## src/rtl/mem_arb_pkg.sv

```systemverilog
// Shared types and helpers for the N-channel cache-line memory arbiter.
package mem_arb_pkg;

   typedef enum logic [1:0] {
      IDLE = 2'd0,
      BUSY = 2'd1,
      RESP = 2'd2
   } arb_state_t;

   localparam logic ARB_RR    = 1'b1;
   localparam logic ARB_FIXED = 1'b0;

   function automatic int idx_w(input int n);
      if (n > 1) begin
         return $clog2(n);
      end else begin
         return 1;
      end
   endfunction

endpackage

```

## src/rtl/arb_picker.sv

```systemverilog
// Combinational winner search: first pending channel at or after a start index,
// wrapping modulo NUM_CH; the start index is forced to 0 in fixed-priority mode.
module arb_picker
   import mem_arb_pkg::*;
#(
   parameter int NUM_CH = 2,
   parameter int IDX_W  = 1
) (
   input  logic [NUM_CH-1:0] pending_i,
   input  logic [IDX_W-1:0]  pointer_i,
   input  logic              mode_i,
   output logic              valid_o,
   output logic [IDX_W-1:0]  winner_o
);

   logic [IDX_W-1:0] base_s;
   logic [IDX_W-1:0] cand_s;
   logic             hit_s;
   logic             found_s;

   // Scan NUM_CH candidates starting at base_s and keep the first pending one.
   always_comb begin
      base_s   = (mode_i == ARB_RR) ? pointer_i : {IDX_W{1'b0}};
      cand_s   = {IDX_W{1'b0}};
      hit_s    = 1'b0;
      found_s  = 1'b0;
      winner_o = {IDX_W{1'b0}};
      for (int k = 0; k < NUM_CH; k++) begin
         cand_s   = IDX_W'((int'(base_s) + k) % NUM_CH);
         hit_s    = ~found_s & pending_i[cand_s];
         winner_o = hit_s ? cand_s : winner_o;
         found_s  = found_s | hit_s;
      end
      valid_o = |pending_i;
   end

endmodule

```

## src/rtl/mem_arbiter.sv

```systemverilog
// N-channel arbiter funnelling cache-line requests onto a single burst memory port.
// One transaction at a time: IDLE grants, BUSY waits for memory, RESP pulses ch_resp.
module mem_arbiter
   import mem_arb_pkg::*;
#(
   parameter int NUM_CH  = 2,
   parameter int ADDR_W  = 32,
   parameter int DATA_W  = 64,
   parameter int RR_MODE = 1
) (
   input  logic                           clk,
   input  logic                           rst,
   input  logic [NUM_CH-1:0]              ch_read,
   input  logic [NUM_CH-1:0]              ch_write,
   input  logic [NUM_CH-1:0][ADDR_W-1:0]  ch_address,
   input  logic [NUM_CH-1:0][DATA_W-1:0]  ch_wdata,
   output logic [DATA_W-1:0]              ch_rdata,
   output logic [NUM_CH-1:0]              ch_resp,
   output logic                           mem_read,
   output logic                           mem_write,
   output logic [ADDR_W-1:0]              mem_address,
   output logic [DATA_W-1:0]              mem_wdata,
   input  logic [DATA_W-1:0]              mem_rdata,
   input  logic                           mem_resp,
   output logic                           busy,
   output logic [idx_w(NUM_CH)-1:0]       grant_idx
);

   localparam int               IDX_W    = idx_w(NUM_CH);
   localparam logic [IDX_W-1:0] LAST_IDX = IDX_W'(NUM_CH - 1);
   localparam logic             MODE     = (RR_MODE != 0) ? ARB_RR : ARB_FIXED;

   arb_state_t        state_q, state_d;
   logic [IDX_W-1:0]  ptr_q, ptr_d;
   logic [IDX_W-1:0]  grant_q, grant_d;
   logic              mem_read_q, mem_read_d;
   logic              mem_write_q, mem_write_d;
   logic [ADDR_W-1:0] mem_addr_q, mem_addr_d;
   logic [DATA_W-1:0] mem_wdata_q, mem_wdata_d;
   logic [DATA_W-1:0] rdata_q, rdata_d;
   logic [NUM_CH-1:0] resp_q, resp_d;
   logic              busy_q, busy_d;

   logic [NUM_CH-1:0] pending_s;
   logic              pick_valid_s;
   logic [IDX_W-1:0]  pick_idx_s;

   assign pending_s = ch_read | ch_write;

   arb_picker #(
      .NUM_CH (NUM_CH),
      .IDX_W  (IDX_W)
   ) u_picker (
      .pending_i (pending_s),
      .pointer_i (ptr_q),
      .mode_i    (MODE),
      .valid_o   (pick_valid_s),
      .winner_o  (pick_idx_s)
   );

   // Next-state and next-output logic for the grant / wait / respond sequence.
   always_comb begin
      state_d     = state_q;
      ptr_d       = ptr_q;
      grant_d     = grant_q;
      mem_read_d  = mem_read_q;
      mem_write_d = mem_write_q;
      mem_addr_d  = mem_addr_q;
      mem_wdata_d = mem_wdata_q;
      rdata_d     = rdata_q;
      resp_d      = {NUM_CH{1'b0}};
      case (state_q)
         IDLE: begin
            if (pick_valid_s) begin
               state_d     = BUSY;
               grant_d     = pick_idx_s;
               // A simultaneous read+write is treated as a write.
               mem_write_d = ch_write[pick_idx_s];
               mem_read_d  = ch_read[pick_idx_s] & ~ch_write[pick_idx_s];
               mem_addr_d  = ch_address[pick_idx_s];
               mem_wdata_d = ch_wdata[pick_idx_s];
               if (MODE == ARB_RR) begin
                  ptr_d = (pick_idx_s == LAST_IDX) ? {IDX_W{1'b0}} : pick_idx_s + IDX_W'(1);
               end else begin
                  ptr_d = ptr_q;
               end
            end else begin
               state_d = IDLE;
            end
         end
         BUSY: begin
            if (mem_resp) begin
               state_d         = RESP;
               mem_read_d      = 1'b0;
               mem_write_d     = 1'b0;
               resp_d[grant_q] = 1'b1;
               if (mem_read_q) begin
                  rdata_d = mem_rdata;
               end else begin
                  rdata_d = rdata_q;
               end
            end else begin
               state_d = BUSY;
            end
         end
         RESP: begin
            state_d = IDLE;
         end
         default: begin
            state_d     = IDLE;
            mem_read_d  = 1'b0;
            mem_write_d = 1'b0;
         end
      endcase
      busy_d = (state_d != IDLE);
   end

   // State and output registers; reset abandons any transaction in flight.
   always_ff @(posedge clk or negedge rst) begin
      if (!rst) begin
         state_q     <= IDLE;
         ptr_q       <= {IDX_W{1'b0}};
         grant_q     <= {IDX_W{1'b0}};
         mem_read_q  <= 1'b0;
         mem_write_q <= 1'b0;
         mem_addr_q  <= {ADDR_W{1'b0}};
         mem_wdata_q <= {DATA_W{1'b0}};
         rdata_q     <= {DATA_W{1'b0}};
         resp_q      <= {NUM_CH{1'b0}};
         busy_q      <= 1'b0;
      end else begin
         state_q     <= state_d;
         ptr_q       <= ptr_d;
         grant_q     <= grant_d;
         mem_read_q  <= mem_read_d;
         mem_write_q <= mem_write_d;
         mem_addr_q  <= mem_addr_d;
         mem_wdata_q <= mem_wdata_d;
         rdata_q     <= rdata_d;
         resp_q      <= resp_d;
         busy_q      <= busy_d;
      end
   end

   assign mem_read    = mem_read_q;
   assign mem_write   = mem_write_q;
   assign mem_address = mem_addr_q;
   assign mem_wdata   = mem_wdata_q;
   assign ch_rdata    = rdata_q;
   assign ch_resp     = resp_q;
   assign busy        = busy_q;
   assign grant_idx   = grant_q;

endmodule

```

## config.mk

```make
export PLATFORM = sky130hd
export DESIGN_NAME = mem_arbiter
export DESIGN_NICKNAME = d
export VERILOG_FILES = /design/src/rtl/mem_arb_pkg.sv /design/src/rtl/arb_picker.sv /design/src/rtl/mem_arbiter.sv
export SDC_FILE = /design/constraint.sdc
export NUM_CORES = 1
export LEC_CHECK = 0
export BUFFER_PORTS_ARGS = -buffer_cell sky130_fd_sc_hd__buf_2
export CAP_MARGIN = 20
export CORE_AREA = 3 3 165 167
export CTS_CLUSTER_DIAMETER = 150
export DETAILED_ROUTE_END_ITERATION = 7
export DIE_AREA = 0 0 168 170
export PLACE_DENSITY = 0.55
export SYNTH_ARGS = -nofsm -noshare
export SYNTH_HDL_FRONTEND = slang
export SYNTH_HIERARCHICAL = 1
export SYNTH_SLANG_ARGS = --single-unit
```

## constraint.sdc

```tcl
create_clock -name clk -period 2.81 [get_ports clk]
set_input_delay 0.562 -clock clk [delete_from_list [all_inputs] [get_ports clk]]
set_output_delay 0.562 -clock clk [all_outputs]
set_load 0.005 [all_outputs]
```

==> flow_summary.toml, run 1 <==
[global_route]
grt_pass1_wl_um = 32100
grt_usage_pct = 14.2
antenna_found_initial = 0
grt_start_max_net_pins = 87
grt_pass1_vias = 5780
grt_overflow = 0

[final_layout]
stdcell_count = 1363
final_nets = 1278
syn2layout_area_growth_pct = 45.6
diodes = 0
design_area_sq_um = 10300
fillerInstances = 2619
drive_above_1_share_pct = 53.5

[synthesis]
netlist_area_sq_um = 7110
yosysSeqAreaShare_pct = 59.5
yosysMostFrequentCell = "dfrtp_1"
synth.distinct_cells = 24
synth.area.top_cells = "dfrtp_1, mux2i_1, mux2_2"
syn_area_per_cell_sq_um = 12.1
synth_common_cells = "dfrtp_1, nand2_1, mux2i_1"
ys_warn_count = 6
synthArstFlopShare_pct = 100
synth_edf_count = 0
synth_ff_type = "dfrtp_1"
synth_top_area_cell = "dfrtp_1"
ys_seq_elements = 169
netlist.area_leader.share_pct = 59.5
syn_nets = 849
syn_inst = 586

[floorplanning]
chipWidth_um = 168
dieArea_sq_um = 28600
io_pins = 429
std_cell_rows = 59
die_y_um = 170
initial_core_util_pct = 27.4
core_area_sq_um = 25900

[detailed_routing]
routed_wl_um = 21000
drcViolationCount = 0
vias = 5706
ant_nets = 0
wl_per_cell_um = 15.4
dr.first_iter.drc_count = 191
first_pass_iters = 4
viasPerCell = 4.19

[sta]
final.setup.tns_ps = 0
fin_skew_ps = 12.1
worst_hold_slack_ps = 85.4
finalCritPeriodShare_pct = 65.6
grt_setup_unrepaired = "false"
setup_viol = 0
slew_violations = 0
max_freq_ghz = 0.543
hold_viol_final = 0
min_period_ps = 1840

[power]
swShare_pct = 33.1
combPwrFrac_pct = 34.3
power.internal_uw = 6450
power_density_nw_per_um2 = 931
switchingPower_uw = 3190
p_leak_uw = 0.00540
seqPwrFrac_pct = 42.2
ir_worst_vdd_v = 0.000373
power_frac_clock_pct = 23.5

[clock_network]
clock-sinks = 169
cts_resized = 0
cts_buffer_depth = 2
clkTransAtPathRegs_ps = 70
cts_inserted_buffers = 17
cts_root_buffer = "clkbuf_16"
clk_latency_ps = 420
hold_buffers = 0
htreeDepth = 4
postCtsSetupBuffers = 0
cts_tree = "built"

[worst_setup_path]
path_class = "input port to flop"
endpoint_kind = "flop"
worst_setup_path_start_kind = "input port"
path_max_fanout = 86
r2r_slack_ps = 990
worstPathRequired_ps = 3090
arrival_ps = 2120

[run_status]
outcome = "finished clean"

[place]
numPortBuffers = 428
postPlaceCellArea_sq_um = 9790
gp_congestion = 0.750
post-place-cells = 1331
hpwl_um = 16600

[flow_run]
max-cap-violations = 0

[hold_path]
hp-class = "input port to async pin"
[path summary, 6_finish.rpt]
kind	start	to	cells past startpoint
worst max-delay path	ch_write[0]	mem_address[27]	6
worst min-delay path	rst	ch_rdata[19]	1
worst max register to register	state_q[1]	ch_rdata[9]	4
worst min register to register	mem_address[4]	mem_address[4]	2
max in group asynchronous	rst	ch_rdata[54]	2
min in group clk	mem_resp	state_q[0]	2
[sequential cells by signal, indices dropped and copies added (netlist names)]
signal       flops
ch_rdata        64
mem_wdata       64
mem_address     32
ch_resp          2
state_q          2
busy             1
grant_idx        1
mem_read         1
mem_write        1
ptr_q            1
[area by class of cell]
type	instances	area, sq um	share of cell area, %
tap	335	419	4.05
clock inverter	14	131	1.27
timing repair buffer	449	2440	23.6
multi-input combinational	377	2690	26.0
clock buffer	18	429	4.15
sequential	169	4230	40.9
inverter	1	3.75	0.0363
[power by group through the flow]
stage | Sequential (uW) | Combinational (uW) | Clock (uW)
after floorplan | 4200 | 1380 | 0
after global placement | 4090 | 3360 | 0
after detailed placement | 4110 | 3400 | 0
after CTS | 4080 | 3390 | 2380
after global routing | 4230 | 3700 | 2460
final | 4070 | 3300 | 2270
[stage by stage]
stage | worst slack, ps | total power [uW] | util [%]
4_1_cts | 978 | 9850 | 39.9
3_5_place_dp | 527 | 7510 | 37.8
5_1_grt | 839 | 10400 | 39.9
3_3_place_gp | 573 | 7450 | 37.8
2_1_floorplan | 803 | 5580 | -
6_report | 968 | 9640 | 39.9
[critical path: stages]
cell and delay, ps:
buf_2 110, or2_2 320, or2_1 250, or3b_4 370, buf_12 300, o21ai_0 150
[per-layer routing]
| layer | vias up | track usage, % | routed length, um | share of wire (%) |
|---|---|---|---|---|
| met5 | - | 0 | 0 | 0 |
| met2 | 262 | 24.4 | 10300 | 49 |
| met3 | 9 | 3.79 | 1760 | 8.4 |
| met1 | 2553 | 17.9 | 8750 | 42 |
| li1 | 2882 | - | - | - |
| met4 | 0 | 3.98 | 187 | 0.89 |
[cell families (layout without fill, tap and decap cells)]
kind of cell | Yosys count | in the layout | synth area share (%)
other cells | 1 | 1 | 0.0528
simple gates | 111 | 111 | 6.25
compound gates | 103 | 103 | 7.38
mux | 162 | 162 | 24.0
buf+inv | 40 | 482 | 2.80
flops | 169 | 169 | 59.5
[cell usage in the layout, fill, tap and decap left out, drive strengths merged]
cell      count
conb          1
mux2         65
clkinv        4
buf         449
inv          10
mux2i        97
clkinvlp      1
a32oi         1
or2           3
a21boi        1
nand3         2
clkbuf       18
o21ai       100
and3b         1
nand2        99
or3b          1
dfrtp       169
nor2b         1
a211oi        1
and2          1
nor2          3
Note: power is estimated with default switching activity, not from simulation.
==> run 2: changes to the inputs <==
==> constraint.sdc (replaced) <==
create_clock -name clk -period 1.75 [get_ports clk]
set_input_delay 0.35 -clock clk [delete_from_list [all_inputs] [get_ports clk]]
set_output_delay 0.35 -clock clk [all_outputs]
set_load 0.005 [all_outputs]
==> run 2 against run 1 <==
Against the previous run:
- global-route usage up 0.50 points
- clock skew down 5.6 ps
- largest power group unchanged
- total power up 63%
- die area unchanged
- count of clock-buffer cells in the layout unchanged
- critical endpoint is now ch_rdata[15]
- first-iteration DRC count up 23%
- sequential share of layout area down 0.83 points
- setup slack worse by 750 ps
- non-clock buffer count up 25
==> flow_summary.toml, run 2 (synthesis results as in run 1) <==
[sta]
hold_viol_final = 0
min_period_ps = 1530
worst_hold_slack_ps = 134
max_freq_ghz = 0.655
setup_viol = 0
setup_ws_ps = 223
slew_violations = 0
grt_setup_unrepaired = "false"
finalCritPeriodShare_pct = 87.3
fin_skew_ps = 6.53

[detailed_routing]
routed_wl_um = 21900
dr.first_iter.drc_count = 234
wl_per_cell_um = 15.8
first_pass_iters = 4
ant_nets = 0
vias = 5884
viasPerCell = 4.24
drcViolationCount = 0

[power]
power_uw = 15700
ir_worst_vdd_v = 0.000749
power_density_nw_per_um2 = 1490
p_leak_uw = 0.00554

[final_layout]
fillerInstances = 2588
final_nets = 1303
drive_above_1_share_pct = 54.6
syn2layout_area_growth_pct = 48.6
diodes = 0
layout_common_cells = "buf_2, dfrtp_1, nand2_1"
design_area_sq_um = 10600
seq_area_sq_um = 4230
multiInputGateArea_sq_um = 2700
fin_util_pct = 40.8
final_common_cell = "buf_2"

[clock_network]
cts_root_buffer = "clkbuf_16"
cts_inserted_buffers = 17
cts_buffer_depth = 2
clkTransAtPathRegs_ps = 70
clk_latency_ps = 420
cts_tree = "built"
cts_resized = 0
htreeDepth = 4
clock-sinks = 169

[worst_setup_path]
crit_path_start = "state_q[1]"
path_class = "flop to flop"
arrival_ps = 1830
r2r-end = "ch_rdata[15]"
endpoint_kind = "flop"
crit_end = "ch_rdata[15]"
worst_setup_path_start_kind = "flop"
r2r_cells = 4
worstPathRequired_ps = 2050
r2r_slack_ps = 220
r2r_start = "state_q[1]"
path_max_fanout = 38

[global_route]
antenna_found_initial = 0
grt_overflow = 0
grt_start_max_net_pins = 62
grt_pass1_wl_um = 33000
grt_pass1_vias = 6023
grt_usage_pct = 14.7

[floorplanning]
chipWidth_um = 168
dieArea_sq_um = 28600
die_y_um = 170
initial_core_util_pct = 27.4
std_cell_rows = 59
io_pins = 429
core_area_sq_um = 25900

[place]
dp_slack_ps = -79.4
hpwl_um = 17700
numPortBuffers = 428
gp_congestion = 0.758
postPlaceCellArea_sq_um = 9970

[flow_run]
max-cap-violations = 0

[run_status]
outcome = "finished clean"

[hold_path]
hp-class = "input port to flop"
-- run 2: through the flow --
stage | std cells | setup TNS, ps
after floorplan | 586 | 0
after global placement | 1355 | -1250
after detailed placement | 1355 | -3540
after CTS | 1388 | 0
after global routing | 1388 | 0
final | 1388 | 0
-- run 2: final cells by class --
| type | count | share of cell area, % |
|---|---|---|
| Timing Repair Buffer | 474 | 24.8 |
| Multi-Input combinational cell | 377 | 25.6 |
| Tap cell | 335 | 3.97 |
| Inverter | 1 | 0.0355 |
| Clock buffer | 18 | 4.16 |
| Clock inverter | 14 | 1.41 |
| Sequential cell | 169 | 40.0 |
-- run 2: routing by layer --
| metal | vias up | share of wire [%] | GRT usage, % |
|---|---|---|---|
| met1 | 2679 | 41 | 17.9 |
| met2 | 258 | 49 | 25.8 |
| met5 | - | 0 | 0 |
| met4 | 0 | 0.96 | 3.84 |
| li1 | 2934 | - | - |
| met3 | 13 | 8.8 | 4.32 |
-- run 2: repair_timing --
item | CTS | global route
hold buffers | 1 | 0
endpoints found under the hold margin | 33 | 0
buffers inserted | 0 | 0
endpoints found under the setup margin | 0 | 0
-- run 2: worst min path at each step --
| stage | from | slack (ps) | endpoint | depth (start not counted) |
|---|---|---|---|---|
| 2_1_floorplan | rst | 50 | busy | 0 |
| 3_3_place_gp | rst | 320 | ch_rdata[31] | 1 |
| 3_5_place_dp | rst | 320 | ch_rdata[31] | 1 |
| 4_1_cts | mem_resp | 110 | state_q[0] | 2 |
| 5_1_grt | mem_resp | 130 | state_q[0] | 2 |
| 6_report | mem_resp | 130 | state_q[0] | 2 |
-- run 2: power by group --
group,switching [uW],internal [uW],leakage (uW)
sequential,867,5660,0.00207
clock,1810,1950,0.000287
combinational,2570,2880,0.00318
-- run 2: worst max-delay path, cell delays in order, from the launching register on --
cell and delay, ps:
dfrtp_1 410, and3b_1 250, nand2_4 120, buf_12 230, mux2_2 370
